## config.mk

```make
export PLATFORM = sky130hd
export DESIGN_NAME = npc_bp
export DESIGN_NICKNAME = d
export VERILOG_FILES = /design/src/rtl/npc_bp_pkg.sv /design/src/rtl/npc_btb.sv /design/src/rtl/npc_bp.sv
export SDC_FILE = /design/constraint.sdc
export NUM_CORES = 1
export LEC_CHECK = 0
export CORE_ASPECT_RATIO = 0.9
export CORE_MARGIN = 2
export CORE_UTILIZATION = 38
export DETAILED_ROUTE_END_ITERATION = 6
export PLACE_DENSITY = 0.79
export SLEW_MARGIN = 20
export SYNTH_ARGS = -nofsm -noshare
export SYNTH_HDL_FRONTEND = slang
export SYNTH_HIERARCHICAL = 1
export SYNTH_SLANG_ARGS = --single-unit
```

## constraint.sdc

```tcl
create_clock -name clk -period 2.47 [get_ports clk]
set_input_delay 0.494 -clock clk [delete_from_list [all_inputs] [get_ports clk]]
set_output_delay 0.494 -clock clk [all_outputs]
set_load 0.02 [all_outputs]
```

## src/rtl/npc_bp_pkg.sv

```systemverilog
// Shared encodings for the next-PC block: NPCOp values as they arrive from the EX
// stage, and the 2-bit saturating-counter constants used by the BTB.
package npc_bp_pkg;

  // NPCOp encodings; these must stay in step with the decoder's control encoding.
  typedef enum logic [2:0] {
    NPC_PLUS4  = 3'b000,
    NPC_BRANCH = 3'b001,
    NPC_JUMP   = 3'b010,
    NPC_JALR   = 3'b100
  } npc_op_e;

  // Counter states: strongly/weakly not-taken, weakly/strongly taken.
  localparam logic [1:0] NPC_CNT_SNT = 2'd0;
  localparam logic [1:0] NPC_CNT_WNT = 2'd1;
  localparam logic [1:0] NPC_CNT_WT  = 2'd2;
  localparam logic [1:0] NPC_CNT_ST  = 2'd3;

  // Saturating step of a 2-bit counter towards the resolved direction.
  function automatic logic [1:0] npc_cnt_next(input logic [1:0] cnt, input logic taken);
    if (taken) begin
      return (cnt == NPC_CNT_ST) ? NPC_CNT_ST : cnt + 2'd1;
    end
    return (cnt == NPC_CNT_SNT) ? NPC_CNT_SNT : cnt - 2'd1;
  endfunction

endpackage

```

## src/rtl/npc_btb.sv

```systemverilog
// Direct-mapped branch target buffer: asynchronous lookup on the fetch PC and one
// update port driven by the control instruction resolving in EX. The update port
// applies the counter/allocation rules itself so the top only forwards EX results.
module npc_btb import npc_bp_pkg::*; #(
  parameter int XLEN        = 32,
  parameter int BTB_ENTRIES = 16
) (
  input  logic            clk,
  input  logic            rst,
  input  logic [XLEN-1:0] rd_pc_i,
  output logic            rd_taken_o,
  output logic [XLEN-1:0] rd_target_o,
  input  logic            upd_valid_i,
  input  logic [XLEN-1:0] upd_pc_i,
  input  logic [2:0]      upd_op_i,
  input  logic            upd_taken_i,
  input  logic [XLEN-1:0] upd_target_i
);

  localparam int IDX_W = $clog2(BTB_ENTRIES);
  localparam int TAG_W = XLEN - IDX_W - 2;

  logic             valid_q  [BTB_ENTRIES];
  logic [1:0]       cnt_q    [BTB_ENTRIES];
  logic [TAG_W-1:0] tag_q    [BTB_ENTRIES];
  logic [XLEN-1:0]  target_q [BTB_ENTRIES];

  logic [IDX_W-1:0] rd_idx, wr_idx;
  logic [TAG_W-1:0] rd_tag, wr_tag;
  logic             rd_hit, wr_hit;
  logic             cnt_we, data_we;
  logic [1:0]       cnt_d;

  // Instructions are word aligned, so the two LSBs never take part in index or tag.
  logic unused_lsb;
  assign unused_lsb = ^{rd_pc_i[1:0], upd_pc_i[1:0]};

  assign rd_idx = rd_pc_i[IDX_W+1:2];
  assign rd_tag = rd_pc_i[XLEN-1:IDX_W+2];
  assign wr_idx = upd_pc_i[IDX_W+1:2];
  assign wr_tag = upd_pc_i[XLEN-1:IDX_W+2];

  assign rd_hit      = valid_q[rd_idx] && (tag_q[rd_idx] == rd_tag);
  assign rd_taken_o  = rd_hit && cnt_q[rd_idx][1];
  assign rd_target_o = target_q[rd_idx];
  assign wr_hit      = valid_q[wr_idx] && (tag_q[wr_idx] == wr_tag);

  // Decide what the resolving instruction writes: counter/valid and/or tag/target.
  always_comb begin
    cnt_we  = 1'b0;
    data_we = 1'b0;
    cnt_d   = cnt_q[wr_idx];
    if (upd_valid_i) begin
      case (upd_op_i)
        NPC_JUMP, NPC_JALR: begin
          cnt_we  = 1'b1;
          data_we = 1'b1;
          cnt_d   = NPC_CNT_ST;
        end
        NPC_BRANCH: begin
          if (wr_hit) begin
            cnt_we  = 1'b1;
            data_we = upd_taken_i;
            cnt_d   = npc_cnt_next(cnt_q[wr_idx], upd_taken_i);
          end else if (upd_taken_i) begin
            // Not-taken misses are not worth an entry; taken ones start weakly taken.
            cnt_we  = 1'b1;
            data_we = 1'b1;
            cnt_d   = NPC_CNT_WT;
          end
        end
        default: ;
      endcase
    end
  end

  // Valid bits and counters: cleared by reset, which also blocks any same-cycle write.
  always_ff @(posedge clk) begin
    if (rst) begin
      for (int i = 0; i < BTB_ENTRIES; i++) begin
        valid_q[i] <= 1'b0;
        cnt_q[i]   <= NPC_CNT_SNT;
      end
    end else if (cnt_we) begin
      valid_q[wr_idx] <= 1'b1;
      cnt_q[wr_idx]   <= cnt_d;
    end
  end

  // Tag and target payload; no reset needed since valid gates every use.
  always_ff @(posedge clk) begin
    if (!rst && data_we) begin
      tag_q[wr_idx]    <= wr_tag;
      target_q[wr_idx] <= upd_target_i;
    end
  end

endmodule

```

## src/rtl/npc_bp.sv

```systemverilog
// Next-PC generator: fetch PC register, branch prediction and EX-stage mispredict
// redirect. Build with NPC_BTB_EN defined to get the BTB predictor; without it the
// block always predicts fall-through (pc+4) and keeps the same ports.
module npc_bp import npc_bp_pkg::*; #(
  parameter int              XLEN        = 32,
  parameter int              BTB_ENTRIES = 16,
  parameter logic [XLEN-1:0] RESET_PC    = '0
) (
  input  logic            clk,
  input  logic            rst,
  input  logic            stall_i,
  output logic [XLEN-1:0] pc_o,
  output logic            pred_taken_o,
  output logic [XLEN-1:0] pred_target_o,
  input  logic            ex_valid_i,
  input  logic [XLEN-1:0] ex_pc_i,
  input  logic [2:0]      ex_npcop_i,
  input  logic            ex_taken_i,
  input  logic [XLEN-1:0] ex_target_i,
  input  logic            ex_pred_taken_i,
  input  logic [XLEN-1:0] ex_pred_target_i,
  output logic            flush_o
);

  if (BTB_ENTRIES < 2 || (BTB_ENTRIES & (BTB_ENTRIES - 1)) != 0) begin : g_bad_entries
    $error("BTB_ENTRIES must be a power of two and at least 2");
  end

  logic [XLEN-1:0] pc_q, pc_d, pc_plus4, fix_pc;
  logic            act_taken, mispredict;

  assign pc_o     = pc_q;
  assign pc_plus4 = pc_q + XLEN'(4);

`ifdef NPC_BTB_EN
  logic            btb_taken;
  logic [XLEN-1:0] btb_target;

  npc_btb #(
    .XLEN        (XLEN),
    .BTB_ENTRIES (BTB_ENTRIES)
  ) u_btb (
    .clk          (clk),
    .rst          (rst),
    .rd_pc_i      (pc_q),
    .rd_taken_o   (btb_taken),
    .rd_target_o  (btb_target),
    .upd_valid_i  (ex_valid_i),
    .upd_pc_i     (ex_pc_i),
    .upd_op_i     (ex_npcop_i),
    .upd_taken_i  (ex_taken_i),
    .upd_target_i (ex_target_i)
  );

  assign pred_taken_o  = btb_taken;
  assign pred_target_o = btb_taken ? btb_target : pc_plus4;
`else
  assign pred_taken_o  = 1'b0;
  assign pred_target_o = pc_plus4;
`endif

  // Actual direction of the instruction resolving in EX; unknown ops fall through.
  always_comb begin
    case (ex_npcop_i)
      NPC_BRANCH:         act_taken = ex_taken_i;
      NPC_JUMP, NPC_JALR: act_taken = 1'b1;
      default:            act_taken = 1'b0;
    endcase
  end

  assign mispredict = ex_valid_i && !rst &&
                      ((act_taken != ex_pred_taken_i) ||
                       (act_taken && (ex_target_i != ex_pred_target_i)));
  assign flush_o    = mispredict;
  assign fix_pc     = act_taken ? ex_target_i : ex_pc_i + XLEN'(4);

  // Next fetch address: a redirect must win over a stall or the fix would be lost.
  always_comb begin
    if (mispredict) begin
      pc_d = fix_pc;
    end else if (stall_i) begin
      pc_d = pc_q;
    end else begin
      pc_d = pred_target_o;
    end
  end

  // Fetch PC register.
  always_ff @(posedge clk) begin
    if (rst) begin
      pc_q <= RESET_PC;
    end else begin
      pc_q <= pc_d;
    end
  end

endmodule

```

==> Word level (Yosys, flattened, before mapping) <==
Index checks and enable logic that the tools add are counted.
{ "totals": {"ff_bits": 32, "input_bits": 105} }
{ "op_classes": {"addsub": 2, "eq_ne": 6, "mux": 4, "n_reduce_logical": 6} }
{ "ops": {"columns": ["op", "n"], "rows": [
  ["two-way mux 32 bit", 3],
  ["adder 32 x 3 -> 32 bit, second input constant", 2],
  ["!= test 32 bit", 1],
  ["== test 3 x 1 -> 1 bit, second input constant", 1],
  ["== test 3 x 2 -> 1 bit, second input constant", 1],
  ["== test 3 bit, second input constant", 1],
  ["logical AND 1 bit", 3],
  ["!= test 2 x 1 -> 1 bit, second input constant", 1],
  ["one-hot mux 1 bit (2 select lines)", 1],
  ["OR reduction 2 bit", 1],
  ["logical NOT 1 bit", 1],
  ["logical OR 1 bit", 1],
  ["!= test 1 bit", 1]
]} }

==> Depth between registers and ports, before layout <==
{ "depth": {"word_depth": 7, "mapped_depth": 9, "mapped_depth_nobuf": 7} }

==> Worst setup path before layout <==
OpenSTA, ideal clock, no wires.
{ "synth_path": {"kind": "register to output", "from": "reg pc_q[4], in the netlist pc_o[4]", "to": "out pred_target_o[25]", "arrival_time_ps": 1999, "required_ps": 1976, "path_slack_ps": -23, "path_stages_with_launch": 7, "n_path_buf": 0, "path_cell_list": "dfxtp_1 nand4_1 nor4_1 nand2_1 nor2_1 nand3_1 xnor2_1"} }
{ "synth_via": {"elab_chain_len": 1} }
{ "synth_rtl": {"columns": ["element", "line", "rtl"], "rows": [
  ["start: declaration", "npc_bp.sv:29", "logic [XLEN-1:0] pc_q, pc_d, pc_plus4, fix_pc;"],
  ["start signal: assignment", "npc_bp.sv:93", "pc_q <= pc_d;"],
  ["adder 32 x 3 -> 32 bit", "npc_bp.sv:33", "assign pc_plus4 = pc_q + XLEN'(4);"],
  ["end: declaration", "npc_bp.sv:14", "output logic [XLEN-1:0] pred_target_o,"]
]} }
No other way between the ends.

==> Worst setup path in the final report <==
{ "layout_path": {"from": "in ex_target_i[17]", "to": "out flush_o"} }
{ "layout_via": {"elab_chain_len": 4} }
{ "layout_rtl": {"columns": ["element", "line", "rtl"], "rows": [
  ["start: declaration", "npc_bp.sv:19", "input logic [XLEN-1:0] ex_target_i,"],
  ["!= test 32 bit", "npc_bp.sv:73", "(act_taken && (ex_target_i != ex_pred_target_i)));"],
  ["logical AND 1 bit", "npc_bp.sv:73", null],
  ["logical OR 1 bit", "npc_bp.sv:72", "((act_taken != ex_pred_taken_i) ||"],
  ["logical AND 1 bit", "npc_bp.sv:71", "assign mispredict = ex_valid_i && !rst &&"],
  ["end: declaration", "npc_bp.sv:22", "output logic flush_o"]
]} }
No other way between the ends.

==> Flow_metrics.wiki <==
{| class="wikitable"
! Metric !! Value
|-
| Endpoints failing hold || 0
|-
| Critical Setup Path Class || in -> out
|-
| Peak supply drop || approximately 0.23 mV
|-
| CP top delay family || simple AND/OR/NAND/NOR gates
|-
| # hold bufs at CTS || 0
|-
| Proportion of power drawn by the clock network || 19.1%
|-
| Net count, final || slightly above 800
|-
| Worst-case hold slack || 0.545 ns
|-
| Synth warnings || 6
|-
| Pin slew with the least headroom to its limit || around 0.68 ns
|-
| Fin util || a little over 70%
|-
| Power Density || roughly 320 nW/um2
|-
| # DRC || 0
|-
| Total internal power || 1.30 mW
|-
| Synthesized net count || approximately 570
|-
| Final worst-path setup slack || -0.238 ns
|-
| Max H-tree Level || 2
|-
| Number of flip-flops and latches in the synthesized netlist || 32
|-
| Critical Path, Cell by Cell || dlygate4sd2_1 > xor2_1 > nor4_1 > nand4_1 > or4_4 > nand2_4 > inv_4 > buf_6
|-
| Setup slack after placement || -1.03 ns
|-
| Final clock period utilization by the worst path || 110%
|-
| Detailed-placement wirelength estimate || roughly 11,000 um
|-
| Diode count || 0
|-
| Wire per inst || approximately 17 um
|-
| Final instance area || 6420 um2
|-
| Number of instances in the synthesized netlist || 462
|-
| Share of flip-flops with an asynchronous set or reset after synthesis || 0%
|-
| Register share of total power || 29.7%
|-
| Violations in the final reports || setup timing
|-
| Min cycle time layout || about 2.7 ns
|-
| Final Skew || ~0.0069 ns
|-
| Total routing resource utilization after global routing || 26.7%
|-
| Number of detailed-route iterations in the first pass || 5
|-
| Core Rows || 33
|-
| Number of vias per cell || about 5.3
|-
| Die width || between 100 and 150 um
|-
| Max capacitance violation total || 0
|-
| Combinational Power Share || 51.2%
|-
| Sequential area share after synthesis || between 10% and 20%
|-
| Number of enable flip-flop cells after synthesis || 0
|-
| Type of the tightest min-delay check || reg -> reg
|-
| Max-slew violation count || 0
|-
| Number of top-level pins || between 150 and 200
|-
| RSZ-0062 raised after global routing || true
|-
| Status || finished, violations left
|-
| Routability Congestion || between 0.9 and 1
|-
| Vertical extent of the die || roughly 95 um
|-
| Starting Density || 38.9%
|-
| Buffers added on ports || 169
|-
| Maximum number of pins on one net before global-route repair || 35
|-
| Summed instance area of the synthesized netlist || around 3500 um2
|-
| Number of buffers added by the clock tree synthesis step || 5
|-
| Layout overhead on the synthesized area || 82.7%
|-
| Clock transition at the registers of the reported paths || 0.07 ns
|-
| Primary flip-flop cell chosen by synthesis mapping || dfxtp_1
|-
| Leakage power || between 2 and 3 nW
|-
| Number of buffers and inverters on the critical path || 3
|-
| Cell types with the highest counts after synthesis || xor2_1 (59), xnor2_1 (49), nor2_1 (38)
|-
| Share of final-layout standard cells stronger than drive strength 1 || slightly above 30%
|-
| Area of the core region || between 9000 and 10,000 um2
|-
| Max FFs per register || 32
|-
| Kind of end point of the critical path || primary output
|-
| Instance count after placement with tap cells included || 833
|-
| Highest cell delay on the worst timing path || 0.58 ns
|-
| Ranking of synthesized cells by area || dfxtp_1 (18%), xor2_1 (15%), xnor2_1 (12%)
|-
| Total clock sinks || 32
|-
| Relative slew slack || 54.3%
|-
| Total via count in the routed design || around 4,500
|-
| Fraction of power spent switching nets || between 30% and 40%
|-
| Data required, critical path || slightly below 2 ns
|-
| Antenna violations before repair || 0
|-
| Global-route wire length before repair || 21,400 um
|-
| Sequential cell area || ~650 um2
|-
| Violation count after the first detailed-route iteration || about 250
|-
| Critical path startpoint category || input port
|-
| Psw || between 700 and 800 uW
|-
| GRT Residual Overflow || 0
|-
| Total die area || about 10,000 um2
|-
| Number of buffers between clock root and the deepest sink || 2
|-
| Syn avg cell area || roughly 7.6 um2
|-
| Arrival time worst endpoint || 2.21 ns
|-
| Setup TNS || -0.245 ns
|-
| Number of distinct standard cells referenced by the synthesized netlist || 46
|-
| Count of non-filler cells in the finished layout || roughly 850
|-
| Number of setup violations in the final report || 2
|-
| Sum of routed wire length over all layers || 14,000 um
|-
| Multi-input combinational cell area || ~3000 um2
|-
| Critical path peak fanout || 2
|-
| Library cell occupying the most area in the post-synthesis netlist || dfxtp_1
|-
| TritonCTS clock tree || done
|-
| Clk Tree Root Cell || clkbuf_8
|-
| Upper clock frequency limit || between 0.3 and 0.4 GHz
|-
| DP Area || 6070 um2
|-
| Fraction of post-synthesis cell area in the top cell type by area || about 18%
|-
| Filler Cell Count || a little over 700
|-
| Via count of the first global-routing pass || about 4,400
|-
| Most frequently used cell type in the post-synthesis netlist || xor2_1
|-
| Cell with the biggest individual delay on the critical path || or4_4
|-
| Overall power consumption || around 2.1 mW
|-
| Post-route antenna net violation count || 0
|-
| Clock latency on the worst-skew pair || 0.28 ns
|}
[layout make-up]
cell class,count,area share (%)
tap,122,2.38
inverter,4,0.273
timing repair buffer,288,38.7
sequential,32,10.2
clock inverter,3,0.292
multi-input combinational,393,47.1
clock buffer,5,1.07
[power by group through the flow]
stage	sequential [mW]	combinational (mW)	clock [mW]
floorplan	0.688	0.377	0
global placement	0.611	1.03	0
detailed placement	0.614	1.05	0
CTS	0.606	1.02	0.397
global route	0.619	1.12	0.419
finish	0.612	1.05	0.394
[cell families after synthesis]
logic type | synth area share, %
compound gates | 12.2
xor+xnor | 26.9
fa+ha+maj | 0.712
buf+inv | 5.13
flops | 18.2
mux | 7.62
other cells | 0.107
simple gates | 29.0
[worst reg2reg max path, delay by kind of cell, from the launching register on]
kind                   cells  cell delay, ns
AOI/OAI and AO/OA          1            0.16
buffers and inverters      2            0.36
DFF                        1            0.38
muxes                      1            0.16
and+or+nand+nor            4            1.22
[metal layers]
| metal | wire, um | share of wire, % | track usage, % |
|---|---|---|---|
| met1 | 5790 | 41 | 34.5 |
| met2 | 7000 | 50 | 48.4 |
| met3 | 995 | 7.1 | 2.05 |
| met4 | 229 | 1.6 | 6.56 |
| met5 | 0 | 0 | 0 |
[final timing paths]
path | startpoint | to | slack (ns) | cells past startpoint
worst max register to register | pc_o[13] | pc_o[30] | 0.16 | 8
worst min register to register | pc_o[1] | pc_o[1] | 0.54 | 2
worst min-delay path | pc_o[1] | pc_o[1] | 0.54 | 2
worst max-delay path | ex_target_i[17] | flush_o | -0.24 | 8
[repair_timing]
| item | 4_1_cts | 5_1_grt |
|---|---|---|
| gates cloned | 0 | 0 |
| resized for setup | 189 | 77 |
| endpoints found under the setup margin | 59 | 56 |
| pin swaps | 23 | 20 |
| buffers inserted | 2 | 4 |
[placed cells by master (no fill, tap or decap), drive strengths merged, types with 7 or more instances in the layout]
cell type / instances
dfxtp: 32
nand4: 17
clkbuf: 10
xnor2: 49
clkdlybuf4s50: 91
buf: 144
dlygate4sd2: 31
dlymetal6s2s: 7
nor2b: 7
nor4: 17
a21oi: 23
nand3: 33
and3: 16
clkdlybuf4s15: 10
nor3: 11
a211oi: 14
o31ai: 11
nand2: 25
nor2: 38
xor2: 59
mux2i: 20
o21ai: 8
Note: power is estimated with default switching activity, not from simulation.
